## config.mk

```make
export PLATFORM = sky130hd
export DESIGN_NAME = somador_subtrator_sequencial
export DESIGN_NICKNAME = d
export VERILOG_FILES = /design/src/rtl/somador_subtrator_sequencial.sv
export SDC_FILE = /design/constraint.sdc
export NUM_CORES = 1
export LEC_CHECK = 0
export CAP_MARGIN = 20
export CELL_PAD_IN_SITES_DETAIL_PLACEMENT = 0
export CELL_PAD_IN_SITES_GLOBAL_PLACEMENT = 1
export CORE_MARGIN = 4
export CORE_UTILIZATION = 30
export CTS_CLUSTER_DIAMETER = 200
export DETAILED_ROUTE_END_ITERATION = 7
export GPL_TIMING_DRIVEN = 0
export PLACE_DENSITY_LB_ADDON = 0.12
export SYNTH_ARGS = -nofsm -noshare
export SYNTH_HDL_FRONTEND = slang
export SYNTH_SLANG_ARGS = --single-unit
```

## constraint.sdc

```tcl
create_clock -name Clock -period 4.4 [get_ports Clock]
set_clock_uncertainty 0.15 [all_clocks]
set_input_delay 0.44 -clock Clock [delete_from_list [all_inputs] [get_ports Clock]]
set_output_delay 0.44 -clock Clock [all_outputs]
set_load 0.05 [all_outputs]
```

## src/rtl/somador_subtrator_sequencial.sv

```systemverilog
// Multi-cycle adder/subtractor: CHUNK bits per cycle, LSB first, start/busy/done handshake.
// Exposes the sign bits and Sel_Out that the downstream overflow detector consumes.
module somador_subtrator_sequencial #(
    parameter int unsigned WIDTH = 32,
    parameter int unsigned CHUNK = 8
) (
    input  logic             Clock,
    input  logic             Reset_N,
    input  logic             Start,
    input  logic [WIDTH-1:0] Operand_A,
    input  logic [WIDTH-1:0] Operand_B,
    input  logic             Seletion_Sum_Sub,
    output logic             Busy,
    output logic             Done,
    output logic [WIDTH-1:0] Result,
    output logic             Signal_A,
    output logic             Signal_B,
    output logic             Signal_Result,
    output logic             Sel_Out,
    output logic             Carry,
    output logic             Zero,
    output logic             Negative
);

    localparam int unsigned N  = WIDTH / CHUNK;
    localparam int unsigned CW = (N > 1) ? $clog2(N) : 1;

    typedef enum logic [1:0] {StIdle, StCalc, StDone} state_t;

    state_t           r_state, w_state_next;
    logic [WIDTH-1:0] r_a, r_b, r_acc;
    logic             r_carry;
    logic [CW-1:0]    r_cnt;
    logic             r_sig_a, r_sig_b, r_sel;

    logic [WIDTH-1:0] r_result;
    logic             r_sig_a_out, r_sig_b_out, r_sig_r_out, r_sel_out;
    logic             r_carry_out, r_zero_out;

    logic [CHUNK:0]   w_sum;
    logic [WIDTH-1:0] w_acc_next;
    logic             w_last;

    assign w_sum      = {1'b0, r_a[CHUNK-1:0]} + {1'b0, r_b[CHUNK-1:0]} + {{CHUNK{1'b0}}, r_carry};
    assign w_acc_next = {w_sum[CHUNK-1:0], r_acc[WIDTH-1:CHUNK]};
    assign w_last     = (r_cnt == CW'(N - 1));

    always_ff @(posedge Clock or negedge Reset_N) begin
        if (!Reset_N) begin
            r_state <= StIdle;
        end else begin
            r_state <= w_state_next;
        end
    end

    always_comb begin
        w_state_next = r_state;
        Busy         = 1'b0;
        Done         = 1'b0;
        case (r_state)
            StIdle: begin
                if (Start) w_state_next = StCalc;
            end
            StCalc: begin
                Busy = 1'b1;
                if (w_last) w_state_next = StDone;
            end
            StDone: begin
                Busy         = 1'b1;
                Done         = 1'b1;
                w_state_next = StIdle;
            end
            default: w_state_next = StIdle;
        endcase
    end

    always_ff @(posedge Clock or negedge Reset_N) begin
        if (!Reset_N) begin
            r_a         <= '0;
            r_b         <= '0;
            r_acc       <= '0;
            r_carry     <= 1'b0;
            r_cnt       <= '0;
            r_sig_a     <= 1'b0;
            r_sig_b     <= 1'b0;
            r_sel       <= 1'b0;
            r_result    <= '0;
            r_sig_a_out <= 1'b0;
            r_sig_b_out <= 1'b0;
            r_sig_r_out <= 1'b0;
            r_sel_out   <= 1'b0;
            r_carry_out <= 1'b0;
            r_zero_out  <= 1'b0;
        end else begin
            case (r_state)
                StIdle: begin
                    if (Start) begin
                        // Subtraction runs as A + ~B + 1 via the carry-in.
                        r_a     <= Operand_A;
                        r_b     <= Seletion_Sum_Sub ? ~Operand_B : Operand_B;
                        r_carry <= Seletion_Sum_Sub;
                        r_cnt   <= '0;
                        r_sig_a <= Operand_A[WIDTH-1];
                        r_sig_b <= Operand_B[WIDTH-1];
                        r_sel   <= Seletion_Sum_Sub;
                    end
                end
                StCalc: begin
                    r_acc   <= w_acc_next;
                    r_a     <= r_a >> CHUNK;
                    r_b     <= r_b >> CHUNK;
                    r_carry <= w_sum[CHUNK];
                    r_cnt   <= r_cnt + CW'(1);
                    if (w_last) begin
                        r_result    <= w_acc_next;
                        r_carry_out <= w_sum[CHUNK];
                        r_zero_out  <= (w_acc_next == '0);
                        r_sig_r_out <= w_acc_next[WIDTH-1];
                        r_sig_a_out <= r_sig_a;
                        r_sig_b_out <= r_sig_b;
                        r_sel_out   <= r_sel;
                    end
                end
                default: ;
            endcase
        end
    end

    assign Result        = r_result;
    assign Signal_A      = r_sig_a_out;
    assign Signal_B      = r_sig_b_out;
    assign Signal_Result = r_sig_r_out;
    assign Negative      = r_sig_r_out;
    assign Sel_Out       = r_sel_out;
    assign Carry         = r_carry_out;
    assign Zero          = r_zero_out;

endmodule

```

# Word-level counts from Yosys, hierarchy flattened
# Cells that the tools add are included.
# totals
ff_bits,142
word_cells,47
# op_classes
n_addsub,3
eq_ne,5
n_mux,14
bitwise,1
reduce_logical,8
# ops
op,n
case mux 32 bit (2 select lines),2
2-to-1 mux 32 bit,3
logical NOT 32 bit,1
NOT 32 bit,1
adder 8 x 8 -> 9 bit,1
adder 9 x 1 -> 9 bit,1
case mux 2 bit (2 select lines),2
AND reduction 2 bit,4
2-to-1 mux 2 bit,3
equality test 2 bit (second input constant),2
inequality test 2 bit (second input constant),2
2-to-1 mux 1 bit,3
adder 2 x 1 -> 2 bit (second input constant),1
equality test 2 x 1 -> 1 bit (second input constant),1
logical NOT 2 bit,1
case mux 1 bit (2 select lines),1
nonzero test 2 bit,1
OR reduction 2 bit,1

# Logic depth before layout (Yosys ltp)
# depth
ltp_word,4
mapped_depth,8

# Worst setup path after synthesis
# Ideal clock, no wire load.
# synth_path
path_type,register to register
from,reg r_a[0]
to,reg r_zero_out (netlist: Zero)
setup_time_ns,0.092
t_arrival_ns,2.426
slack_ns,1.733
stages_incl_launch_ff,8
period_less_slack_ns,2.667
cell_sequence,dfrtp_1 fa_1 fa_1 a211oi_1 o21a_1 a211oi_1 or4_1 o31ai_2
# synth_via
elab_chain_len,3
# synth_lines
element,line,rtl
"start, declared",31,"logic [WIDTH-1:0] r_a, r_b, r_acc;"
"start signal, assigned",99,r_a <= Operand_A;
"start signal, assigned",110,r_a <= r_a >> CHUNK;
adder 8 x 8 -> 9 bit,44,"assign w_sum = {1'b0, r_a[CHUNK-1:0]} + {1'b0, r_b[CHUNK-1:0]} + {{CHUNK{1'b0}}, r_carry};"
adder 9 x 1 -> 9 bit,44,
logical NOT 32 bit,117,r_zero_out <= (w_acc_next == '0);
"end signal, assigned",117,
"end, declared",38,"logic r_carry_out, r_zero_out;"
# Every way passes these cells.
# A chain may end at the register's enable or synchronous reset.

# Worst setup path after layout
# Ends and elaborated chain as after synthesis.

==> out/results.tsv <==
stage	metric	value	unit
global_route	grt.total_usage	0.144	
die	coreArea	19700	sq um
yosys	synth_seq_cells	133	
routing	drtAntennaViolNets	0	
clocking	cts_made_buffers	17	
yosys	synth_top_area_share	0.548	
routing	vias	4323	
sta	hold_viol_final	0	
yosys	syn_nets	611	
sta	fmax	341	MHz
worst_setup_path	critPathRequiredTime	4.58	ns
finish	synthToLayoutAreaGrowth	33.0	%
routing	routedWlPerCell	16.4	um
sta	rsz0062_at_grt	no	
die	io_pins	109	
yosys	synth_cell_types	39	
power_and_ir_drop	intPower	3880	uW
yosys	ys_seq_area_frac	0.548	
yosys	synth_warnings	0	
worst_setup_path	critical_path_peak_fanout	3	
yosys	synth_area_per_cell	11.5	sq um
die	dieArea	22600	sq um
power_and_ir_drop	ir_drop	0.436	mV
die	rows	51	
clocking	clk_latency	0.42	ns
clocking	cts_tree	built	
global_route	grt_pass1_vias	4457	
power_and_ir_drop	p_clk_frac	0.196	
global_route	grt_pass1_wl	24.7	mm
yosys	ys_top_cells_by_area	dfrtp_1 (55%), mux2_2 (11%), xnor2_1 (4.0%)	
sta	finalCritPeriodShare	0.666	
clocking	htreeDepth	4	
run_status	status	complete, no violations	
die	die_x	150	um
worst_setup_path	start_kind	flop	
power_and_ir_drop	power_switching	3010	uW
sta	drv_slew	0	
sta	min_period	2.93	ns
yosys	yosysTopAreaCell	dfrtp_1	
placed_design	globalplace.congestion	0.776	
power_and_ir_drop	swShare	0.436	
routing	vias_per_cell	4.62	
yosys	syn_inst	530	
routing	drt_wl_total	15.3	mm
worst_setup_path	crit_type	reg -> reg	
routing	drtIter0Drc	241	
global_route	grt_max_degree	101	
yosys	async_reset_ff_frac	1.00	
clocking	cts-root-buf	clkbuf_16	
sta	setup_viol	0	
finish	final_nets	739	
finish	diodes	0	
worst_setup_path	slowest_stage	fa_1	
placed_design	place_ws	1.45	ns
worst_hold_path	hold_class	reg -> reg	
clocking	clock_path_buffers	2	
yosys	netlist_area	6070	sq um
finish	design_area	8080	sq um
sta	worst_pin_slew	0.870	ns
routing	drcViolationCount	0	
power_and_ir_drop	leakagePower	0.00346	uW
worst_setup_path	critPathCaptureType	flop	
die	initial_core_util	0.308	
sta	worst_slack	1.47	ns
worst_setup_path	cp_common_cell	fa_1	
yosys	ys.flop_type	dfrtp_1	
global_route	antenna_found_initial	0	
worst_setup_path	path_cells	fa_1 > fa_1 > xnor2_1 > and4_1 > nand4_1 > or4_1 > o31ai_2	
worst_setup_path	critical_path_arrival	3.11	ns
run	drv_cap	0	
placed_design	placement.io_buffers	107	
power_and_ir_drop	power_density	853	nW/um^2
sta	max_slew_margin	0.420	
placed_design	place_area	7500	sq um
power_and_ir_drop	p_comb_frac	0.478	
global_route	grt.overflow.total	0	
routing	dr.pass1.iters	4	
placed_design	dp_hpwl	11.5	mm
worst_setup_path	max_stage_delay	0.47	ns
finish	drive_gt1_frac	0.159	
power_and_ir_drop	seq_power_share	0.326	
clocking	cts.sinks	133	
clocking	clkTransAtPathRegs	0.06	ns
die	die_h	150	um
yosys	synth_edf_count	0	
-- routing by layer --
layer,GRT usage,up-vias,wire length [um]
met4,0.0398,0,155
met1,0.192,2070,7050
met2,0.228,124,7290
met3,0.0418,17,846
met5,0,-,0
li1,-,2112,-
-- per-stage QoR --
| stage | total power (uW) | hold slack (ns) | util | TNS [ns] | instances |
|---|---|---|---|---|---|
| finish | 6890 | 0.328 | 0.410 | 0 | 936 |
| global route | 7390 | 0.348 | 0.410 | 0 | 936 |
| CTS | 6990 | 0.336 | 0.410 | 0 | 936 |
| detailed placement | 5610 | 0.214 | 0.381 | 0 | 903 |
| global placement | 5540 | 0.311 | 0.379 | -345.30 | 902 |
| floorplan | 4480 | -0.00559 | - | 0 | 530 |
-- logic make-up (layout without fill, tap and decap cells) --
logic type,count (synthesis),in the layout,share of synthesized area
DFF,133,133,0.548
AOI/OAI and AO/OA,117,117,0.112
and+or+nand+nor,107,107,0.0789
muxes,83,83,0.149
buffers and inverters,40,181,0.0297
xor gates and xnor gates,37,37,0.0534
adders and majority gates,13,13,0.0293
-- layout make-up --
class	instances	area, sq um
Buffer	35	161
Inverter	5	18.8
Fill cell	1905	11600
Clock buffer	17	425
Tap cell	265	332
Sequential cell	133	3330
Clock inverter	15	135
Timing Repair Buffer	109	1110
Multi-Input combinational cell	357	2560
-- what timing repair did --
action                                 in CTS  in global routing
buffers inserted                            0                  0
hold buffers                                1                  0
gates resized for setup                     0                  0
endpoints found under the hold margin      33                  0
-- cell usage after synthesis, types with 3 or more instances --
cell      instances
buf_1             7
clkbuf_1         20
nor2_1           31
xor2_1            9
dfrtp_1         133
o21ai_0          48
xnor2_1          28
a22o_1           15
ha_1             11
mux2_2           59
a21oi_1          34
buf_2             4
nor4_1            3
a21o_1            3
o21ai_1           9
nand2_1          58
inv_1             5
mux2i_1          24
-- state kept, by name, summed over array words and instances, names as in the netlist, 2 cells and up --
signal and count:
r_state 2, r_acc 24, r_b 32, r_a 32, Result 32, r_cnt 2
-- final timing paths --
| path | startpoint | to | slack (ns) | cells past startpoint |
|---|---|---|---|---|
| worst max-delay path | r_a[0] | Zero | 1.47 | 7 |
| worst min-delay path | Result[26] | Result[26] | 0.33 | 2 |
| worst max register to register | r_a[0] | Zero | 1.47 | 7 |
| worst min register to register | Result[26] | Result[26] | 0.33 | 2 |
| max in group asynchronous | Reset_N | r_cnt[0] | 2.97 | 3 |
| min in group asynchronous | Reset_N | Result[30] | 0.34 | 2 |
-- power groups by stage --
stage,clock network [uW],logic (uW),registers (uW)
2_1_floorplan,0,1810,2670
3_3_place_gp,0,3290,2260
3_5_place_dp,0,3330,2280
4_1_cts,1390,3350,2260
5_1_grt,1440,3610,2330
6_report,1350,3300,2240
-- worst max-delay path: cells and delay by family (launching register included) --
family          cells  cell delay (ns)
fa+ha+maj           2             0.91
compound gates      1             0.18
xor+xnor            1             0.39
simple gates        3             0.82
flops               1             0.40
-- layout by cell type (no fill, tap or decap), drive strengths merged --
cell type	synthesis	routed
and3	1	1
o21a	2	2
mux2i	24	24
nor2	31	31
o21ai	57	57
nand3	2	2
a21o	3	3
nor3	2	2
clkinv	0	4
a21oi	34	34
nor4	6	6
nand2	58	58
a22o	15	15
nor3b	1	1
fa	2	2
o211ai	1	1
or4	2	2
dlygate4sd3	0	1
o31ai	1	1
mux2	59	59
and4	1	1
a211oi	2	2
inv	5	14
clkbuf	21	38
o2111ai	1	1
clkinvlp	0	2
clkdlybuf4s50	0	106
nand2b	2	2
xor2	9	9
dfrtp	133	133
nand4	1	1
xnor2	28	28
o21bai	1	1
ha	11	11
buf	14	16
Power figures use the tool's default switching activity.
